File: config.mk
export PLATFORM = sky130hd
export DESIGN_NAME = silence_trim_streamer
export DESIGN_NICKNAME = d
export VERILOG_FILES = /design/src/rtl/silence_trim_streamer.sv
export SDC_FILE = /design/constraint.sdc
export NUM_CORES = 1
export LEC_CHECK = 0
export ABC_CLOCK_PERIOD_IN_PS = 4100
export CAP_MARGIN = 40
export CORE_MARGIN = 3
export CORE_UTILIZATION = 43
export DETAILED_ROUTE_END_ITERATION = 10
export PLACE_DENSITY = 0.6
export SYNTH_ARGS = -nofsm -noshare
export SYNTH_HDL_FRONTEND = slang
export SYNTH_SLANG_ARGS = --single-unit
File: constraint.sdc
create_clock -name clk -period 4.1 [get_ports clk]
set_clock_uncertainty 0.15 [all_clocks]
set_input_delay 1.025 -clock clk [delete_from_list [all_inputs] [get_ports clk]]
set_output_delay 1.025 -clock clk [all_outputs]
set_load 0.05 [all_outputs]
File: src/rtl/silence_trim_streamer.sv
// Silence-trimming front end for the DTW core.
// Incoming samples are grouped into fixed frames. A frame whose sum of
// magnitudes falls below THRESH is rolled back out of the buffer. When the
// utterance ends, the kept samples are replayed one per clock on the DTW
// receive interface, as soon as the downstream side is no longer busy.
//
// state     | meaning
// ----------+-----------------------------------------------------------
// S_IDLE    | waiting for the first sample of an utterance
// S_COLLECT | buffering samples and scoring frame energy
// S_WAIT    | utterance closed; holding replay while dtw_busy is high
// S_STREAM  | replaying buffered samples, one per clock
// S_DONE    | one-cycle completion pulse, then back to idle
module silence_trim_streamer #(
    parameter int DATA_W    = 12,
    parameter int FRAME_LEN = 8,
    parameter int MAX_LEN   = 64,
    parameter int THRESH    = 64
) (
    input  logic                       clk,
    input  logic                       rst_n,
    input  logic                       in_valid,
    input  logic [DATA_W-1:0]          in_sample,
    input  logic                       in_last,
    input  logic                       dtw_busy,
    output logic                       out_active,
    output logic [DATA_W-1:0]          out_sample,
    output logic [$clog2(MAX_LEN):0]   out_len,
    output logic                       done,
    output logic                       overflow,
    output logic                       busy
);

    localparam int ADDR_W = $clog2(MAX_LEN);
    localparam int PTR_W  = ADDR_W + 1;
    localparam int FCNT_W = $clog2(FRAME_LEN);
    localparam int E_W    = DATA_W + FCNT_W;

    typedef enum logic [2:0] {
        S_IDLE, S_COLLECT, S_WAIT, S_STREAM, S_DONE
    } state_t;

    state_t             state_q;
    logic [PTR_W-1:0]   wr_ptr_q, frame_base_q, rd_ptr_q, out_len_q;
    logic [FCNT_W-1:0]  frame_cnt_q;
    logic [E_W-1:0]     energy_q;
    logic               out_active_q, done_q, overflow_q, busy_q;
    logic [DATA_W-1:0]  out_sample_q;
    logic [DATA_W-1:0]  mem_q [MAX_LEN];

    logic               accept, full, frame_end, kept, ovf_hit, wr_en;
    logic [DATA_W-1:0]  abs_x;
    logic [E_W-1:0]     energy_d;
    logic [PTR_W-1:0]   wr_ptr_d, frame_base_d;

    // Per-sample scoring: magnitude, running energy, and where the pointers land.
    always_comb begin
        accept       = in_valid && (state_q == S_IDLE || state_q == S_COLLECT);
        full         = (frame_base_q == PTR_W'(MAX_LEN));
        // Magnitude kept unsigned so the most negative sample maps to 2^(DATA_W-1).
        abs_x        = in_sample[DATA_W-1] ? (~in_sample + DATA_W'(1)) : in_sample;
        energy_d     = energy_q + E_W'(abs_x);
        frame_end    = (frame_cnt_q == FCNT_W'(FRAME_LEN - 1));
        kept         = (energy_d >= E_W'(THRESH));
        wr_ptr_d     = full ? wr_ptr_q : wr_ptr_q + PTR_W'(1);
        frame_base_d = frame_base_q;
        if (frame_end) begin
            if (kept) begin
                if (!full) frame_base_d = wr_ptr_q + PTR_W'(1);
            end else begin
                wr_ptr_d = frame_base_q;
            end
        end else if (in_last) begin
            // A trailing partial frame is never committed.
            wr_ptr_d = frame_base_q;
        end
        ovf_hit = frame_end && kept && full;
        wr_en   = accept && !full;
    end

    // Sample buffer; contents are don't-care after reset so it carries no reset.
    always_ff @(posedge clk) begin
        if (wr_en) mem_q[wr_ptr_q[ADDR_W-1:0]] <= in_sample;
    end

    // Sequencing FSM with registered outputs.
    always_ff @(posedge clk or negedge rst_n) begin
        if (!rst_n) begin
            state_q      <= S_IDLE;
            wr_ptr_q     <= '0;
            frame_base_q <= '0;
            rd_ptr_q     <= '0;
            out_len_q    <= '0;
            frame_cnt_q  <= '0;
            energy_q     <= '0;
            out_active_q <= 1'b0;
            out_sample_q <= '0;
            done_q       <= 1'b0;
            overflow_q   <= 1'b0;
            busy_q       <= 1'b0;
        end else begin
            case (state_q)
                S_IDLE, S_COLLECT: begin
                    if (in_valid) begin
                        wr_ptr_q     <= wr_ptr_d;
                        frame_base_q <= frame_base_d;
                        energy_q     <= (frame_end || in_last) ? '0 : energy_d;
                        frame_cnt_q  <= (frame_end || in_last) ? '0 : frame_cnt_q + FCNT_W'(1);
                        // Sticky flag restarts with each new utterance.
                        overflow_q   <= ((state_q == S_COLLECT) && overflow_q) || ovf_hit;
                        busy_q       <= 1'b1;
                        if (in_last) begin
                            out_len_q <= frame_base_d;
                            state_q   <= S_WAIT;
                        end else begin
                            if (state_q == S_IDLE) out_len_q <= '0;
                            state_q <= S_COLLECT;
                        end
                    end
                end
                S_WAIT: begin
                    if (!dtw_busy) begin
                        if (out_len_q != '0) begin
                            out_active_q <= 1'b1;
                            out_sample_q <= mem_q[0];
                            rd_ptr_q     <= PTR_W'(1);
                            state_q      <= S_STREAM;
                        end else begin
                            done_q  <= 1'b1;
                            state_q <= S_DONE;
                        end
                    end
                end
                S_STREAM: begin
                    if (rd_ptr_q == out_len_q) begin
                        out_active_q <= 1'b0;
                        out_sample_q <= '0;
                        done_q       <= 1'b1;
                        state_q      <= S_DONE;
                    end else begin
                        out_sample_q <= mem_q[rd_ptr_q[ADDR_W-1:0]];
                        rd_ptr_q     <= rd_ptr_q + PTR_W'(1);
                    end
                end
                S_DONE: begin
                    done_q       <= 1'b0;
                    busy_q       <= 1'b0;
                    wr_ptr_q     <= '0;
                    frame_base_q <= '0;
                    rd_ptr_q     <= '0;
                    state_q      <= S_IDLE;
                end
                default: state_q <= S_IDLE;
            endcase
        end
    end

    assign out_active = out_active_q;
    assign out_sample = out_sample_q;
    assign out_len    = out_len_q;
    assign done       = done_q;
    assign overflow   = overflow_q;
    assign busy       = busy_q;

endmodule

* After elaboration in Yosys (flattened, before gate mapping)
Memory sizes are Yosys's and may differ from the RTL's.
Index checks and enable logic that the tools add are counted.
** Storage, ports and cells
- Flip-flop bits (word level) :: 65
- Latch bits :: 0
- RAM bits :: 768
- Bits in read-only memories :: 0
- Input port bits :: 17
- Word-level logic and storage cells :: 99
- Memories :: 1
** Memory list
- mem_q :: depth 64, bits a word 12, rd ports 2, clocked after Yosys merged registers in 0, write ports 1, line 49 : logic [DATA_W-1:0] mem_q [MAX_LEN];
** Cells by class
- Add/sub/neg operators :: 5
- Multiply operators :: 0
- Div/mod/pow operators :: 0
- Order comparisons :: 1
- Eq/ne operators :: 13
- Shift-type cells :: 0
- Muxes and demuxes :: 42
- Bitwise gates (word level) :: 1
- Reductions and logical operators :: 24
** Operators with widths (count)
- two-way mux 7 bit :: 14
- two-way mux 12 bit :: 4
- one-hot mux 7 bit (2 select lines) :: 2
- one-hot mux 12 bit (2 select lines) :: 1
- one-hot mux 7 bit (3 select lines) :: 1
- adder 15 x 12 -> 15 bit :: 1
- >= comparator 15 x 7 -> 1 bit (second input constant) :: 1
- two-way mux 15 bit :: 1
- two-way mux 3 bit :: 5
- adder 7 x 1 -> 7 bit (second input constant) :: 2
- adder 12 x 1 -> 12 bit (second input constant) :: 1
- inequality test 2 bit (second input constant) :: 6
- inverter 12 bit :: 1
- AND reduction 4 bit :: 3
- two-way mux 1 bit :: 9
- one-hot mux 3 bit (3 select lines) :: 1
- AND reduction 3 bit :: 3
- equality test 7 bit :: 1
- equality test 7 bit (second input constant) :: 1
- nonzero test 7 bit :: 1
- equality test 3 x 2 -> 1 bit (second input constant) :: 2
- equality test 3 bit (second input constant) :: 2
- nonzero test 2 bit :: 3
- logical AND 1 bit :: 5
- 11 further kinds :: 15

* Logic depth before layout (Yosys ltp)
- Word-level depth :: 9
- Depth in mapped cells :: 18

* Least setup slack after synthesis
No wires, ideal clock.
- Kind :: input to register
- Start point :: in in_sample[2]
- End point :: reg wr_ptr_q[0]
- Arrival :: 4.647 ns
- Required time :: 3.824 ns
- Setup slack :: -0.823 ns
- Cell stages on the path :: 17
- Path buffers :: 1
- Cell sequence :: or3_1 nor2_1 nand2_1 or2_2 o21ai_0 xnor2_1 ha_1 buf_2 a21oi_1 o21bai_1 a22oi_1 o31ai_1 xor2_1 or4_4 o31a_4 a31o_1 a221o_1
** On the way
- Cells in the longest elaborated chain, start to end :: 9
** Ends and longest elaborated chain
- from (decl) :: line 23 : input logic [DATA_W-1:0] in_sample,
- inverter 12 bit :: line 61 : abs_x = in_sample[DATA_W-1] ? (~in_sample + DATA_W'(1)) : in_sample;
- adder 12 x 1 -> 12 bit :: line 61
- two-way mux 12 bit (*) :: line 61
- adder 15 x 12 -> 15 bit (*) :: line 62 : energy_d = energy_q + E_W'(abs_x);
- >= comparator 15 x 7 -> 1 bit (*) :: line 64 : kept = (energy_d >= E_W'(THRESH));
- two-way mux 7 bit (*) :: line 68 : if (kept) begin
- two-way mux 7 bit (*) :: line 67 : if (frame_end) begin
- two-way mux 7 bit (*) :: line 104 : if (in_valid) begin
- one-hot mux 7 bit (2 select lines) (*) :: line 102 : case (state_q)
- to (signal assigned) :: line 105 : wr_ptr_q <= wr_ptr_d;
- to (decl) :: line 44 : logic [PTR_W-1:0] wr_ptr_q, frame_base_q, rd_ptr_q, out_len_q;
Mark *: on every way between the ends. The rest lies on a longest branch, timed or not. The select of a mux whose other input is x is not followed.
A chain may end at the register's enable or synchronous reset.

* Worst setup path after layout
- Start point :: in in_sample[2]
- End point :: reg wr_ptr_q[3]
The elaborated chain is that of the path after synthesis.

==> reports/qor_table.md <==
| Metric | Value | Unit |
|---|---|---|
| Worst slew slack as a fraction of its limit | 0.491 | - |
| Vias in the first global route | 17600 | - |
| Register bit total from synthesis | 833 | - |
| Crit path buf inv count | 3 | - |
| Final std cell area, no fill | 39500 | sq um |
| Required time of the critical path | 4.46 | ns |
| Post-detailed-route count of antenna-violating nets | 0 | - |
| P per Cell Area | 607 | nW/um^2 |
| Average via count per standard cell | 5.73 | - |
| Number of instances in the placed design | 2786 | - |
| Number of sinks on the clock net | 833 | - |
| Utilization after layout | 0.515 | - |
| Wire length after detailed routing | 82900 | microns |
| VDD IR max | 0.373 | mV |
| Final number of max-transition violations | 0 | - |
| Cell Count, Final, Fillers Out | 2958 | - |
| Worst path cell trace | buf_6 -> or3_4 -> nor2_4 -> nand2_2 -> or2_4 -> o21ai_2 -> xnor2_1 -> ha_1 -> and2_4 -> nand3_4 -> a311oi_2 -> o2111a_2 -> o2111ai_2 -> or4_4 -> o31a_4 -> buf_12 -> buf_8 -> a31oi_2 -> o22ai_1 | - |
| Floorplan die width | 285 | microns |
| CP Launch Type | input pin | - |
| # nets final | 1890 | - |
| Yosys warnings | 0 | - |
| Final worst setup slack | -0.317 | ns |
| CTS H-tree depth | 3 | - |
| Outcome | finished with violations | - |
| Clock tree from TritonCTS | done | - |
| Worst-case register-to-register setup slack | 0.37 | ns |
| Register-to-Register Path Depth | 14 | - |
| Detailed-route via count | 16900 | - |
| Share of cells above drive strength 1 | 0.322 | - |
| Overall die height | 285 | microns |
| Port buffer count | 39 | - |
| Hold-fix buffers at CTS | 0 | - |
| Area growth from synthesis to final layout | 17.7 | % |
| Worst reg2reg path startpoint | energy_q[0]$_DFFE_PN0P_ | - |
| Clock period minus final worst setup slack | 4.42 | ns |
| Post-synth net total | 1681 | - |
| Sequential cell area | 24700 | sq um |
| Transition time at the pin with the least slew margin | 0.763 | ns |
| Leakage | 12.9 | nW |
| Area of the multi-input gates | 8560 | sq um |
| Slowest cell on the critical path | or4_4 | - |
| Slowest cell delay on critical path | 0.57 | ns |
| Final-report hold violation count | 0 | - |
| Half-perimeter wire length after placement | 52500 | microns |
| Violations in the final reports | setup timing | - |
| Starting density of the core | 0.438 | - |
| HP Class | input pin to asynchronous set/reset pin | - |
| Overall fraction of global-route tracks in use | 0.208 | - |
| Clock root cell | clkbuf_16 | - |
| Total Negative Setup Slacks | -4.69 | ns |
| Final Wtd Congestion | 0.834 | - |
| Max clock buf depth | 3 | - |
| Critical register-to-register path endpoint | wr_ptr_q[3]$_DFFE_PN0P_ | - |
| DRC violations left | 0 | - |
| Clock latency of the later-clocked register in the worst-skew pair | 0.64 | ns |
| Max Cap Viol | 0 | - |
| Post-route clock period utilization | 1.08 | - |
| Global route overflow | 0 | - |
| Floorplan Core Area | 76600 | sq um |
| Most frequently used flop master after synthesis | edfxtp_1 | - |
| Maximum number of pins on one net before global-route repair | 70 | - |
| Post-synth design cell area | 33500 | sq um |
| Number of endpoints failing setup at the final stage | 22 | - |
| Capturing element type of the critical path | flop | - |
| Starting DRC count in detailed routing | 1659 | - |
| Highest achievable clock rate | 226 | MHz |
| Worst-path maximum fanout | 7 | - |
| Data arrival at the endpoint of the critical path | 4.78 | ns |
| Total CTS buffers | 86 | - |
| Area of the die | 81400 | sq um |
| Layout filler cell count | 6068 | - |
| Share of synthesized area occupied by flip-flops and latches | 0.736 | - |
| Setup repair after global routing missed its margin | true | - |
| Number of primary I/O pins | 40 | - |
| Number of antenna violations at the first check in global routing | 2 | - |
| Gate count after technology mapping | 1646 | - |
| Wire length per cell | 28.0 | microns |
| Cell family contributing the most delay on the critical path | simple AND/OR/NAND/NOR gates | - |
| Number of search-and-repair iterations in the first detailed-routing pass | 5 | - |
| Number of rows created at floorplan | 101 | - |
| Total cell area at the placement stage | 36200 | sq um |
| Async set-or-reset flop fraction in the synthesized netlist | 0.0780 | - |
| Clock transition time at the flip-flop clock pins of the worst setup and hold paths | 0.06 | ns |
| First-pass GRT wire length | 123000 | microns |
| Number of enable-type register cells in the synthesized netlist | 768 | - |
| Worst Setup Path Type | input pin to flop | - |
| Mean post-synth cell area | 20.4 | sq um |
| Number of distinct library cells after synthesis | 68 | - |
Yosys cell counts (13+ instances only):
library cell,n,share of area
buf_1,16,0.0018
edfxtp_1,768,0.69
ha_1,17,0.0063
o21ai_0,44,0.0066
xnor2_1,25,0.0065
buf_2,19,0.0028
dfrtp_1,65,0.049
nor3_1,13,0.0019
inv_1,15,0.0017
nand2_1,80,0.0090
mux4_2,252,0.17
nor2_1,100,0.011
clkbuf_1,55,0.0062
kinds of logic (layout without fill, tap and decap cells):
| group | Yosys count | count (layout) | share of synthesized area |
|---|---|---|---|
| DFF | 833 | 833 | 0.736 |
| muxes | 262 | 262 | 0.172 |
| and+or+nand+nor | 249 | 249 | 0.0337 |
| AOI/OAI and AO/OA | 139 | 139 | 0.0281 |
| buffers and inverters | 108 | 388 | 0.0131 |
| xor gates and xnor gates | 37 | 37 | 0.00966 |
| adders and majority gates | 18 | 18 | 0.00694 |
| other | 0 | 2 | 0 |
cell usage in the layout (no fill, tap or decap), types with 7 or more instances in the layout:
cell,synthesis,final
edfxtp_1,768,768
xor2_1,12,12
ha_1,17,17
mux4_2,252,252
nor3_1,13,12
a21oi_1,12,10
inv_1,15,15
buf_12,0,11
bufinv_16,0,11
buf_2,19,8
o21ai_1,10,10
clkbuf_8,0,7
dfrtp_1,65,61
nand3_1,11,11
clkbuf_16,0,91
mux2i_1,10,9
buf_6,0,8
nand2_1,80,77
buf_4,3,158
clkbuf_1,55,9
xnor2_1,25,24
clkinv_2,0,15
clkinv_1,0,18
nor2_1,100,98
a22oi_1,12,11
o21ai_0,44,39
clkdlybuf4s50_1,0,26
metal layers:
layer	share of wire	vias to the layer above	global-route usage
met4	0.023	2	0.0592
met1	0.42	9097	0.294
met2	0.48	525	0.330
met3	0.070	109	0.0416
li1	-	7216	-
met5	0.00012	-	0
area by class of cell:
cell class	instances	area share
clock inverter	53	0.0151
multi-input combinational	705	0.217
tap	1030	0.0327
clock buffer	106	0.0607
inverter	15	0.00143
timing repair buffer	214	0.0470
sequential	833	0.626
antenna	2	0.000127
state kept, by name, summed over array words and instances (netlist names):
| signal | flops |
|---|---|
| done | 1 |
| frame_cnt_q | 3 |
| wr_ptr_q | 7 |
| mem_q | 768 |
| energy_q | 15 |
| state_q | 3 |
| out_len | 7 |
| frame_base_q | 7 |
| rd_ptr_q | 7 |
| busy | 1 |
| out_sample | 12 |
| out_active | 1 |
| overflow | 1 |
worst max-delay path by stage:
stage | slack (ns) | cells after the start | to | from
finish | -0.32 | 19 | wr_ptr_q[3]$_DFFE_PN0P_ | in_sample[2]
global route | -0.45 | 19 | wr_ptr_q[3]$_DFFE_PN0P_ | in_sample[2]
CTS | -0.25 | 17 | wr_ptr_q[0]$_DFFE_PN0P_ | in_sample[2]
detailed placement | -1.22 | 16 | wr_ptr_q[0]$_DFFE_PN0P_ | in_sample[4]
global placement | -1.18 | 17 | wr_ptr_q[0]$_DFFE_PN0P_ | in_sample[4]
floorplan | -0.72 | 17 | wr_ptr_q[0]$_DFFE_PN0P_ | in_sample[4]
metrics by stage:
stage / setup WS (ns) / hold WS [ns] / total power (W)
2_1_floorplan: -0.719 / 0.293 / 0.0137
3_3_place_gp: -1.18 / 0.306 / 0.0159
3_5_place_dp: -1.22 / 0.321 / 0.0160
4_1_cts: -0.253 / 0.0450 / 0.0242
5_1_grt: -0.447 / 0.0570 / 0.0249
6_report: -0.317 / 0.0848 / 0.0240
report_power, final:
group | leakage, nW | internal (W) | total [W] | switching (W)
combinational | 3.63 | 0.00281 | 0.00602 | 0.00321
clock | 1.46 | 0.00486 | 0.00812 | 0.00326
sequential | 7.76 | 0.00954 | 0.00982 | 0.000278
total | 12.9 | 0.0172 | 0.0240 | 0.00674
what timing repair did:
item / CTS / global route
endpoints found under the setup margin: 22 / 22
resized for setup: 34 / 12
pin swaps: 14 / 9
setup buffers: 7 / 4
Power figures use the tool's default switching activity.
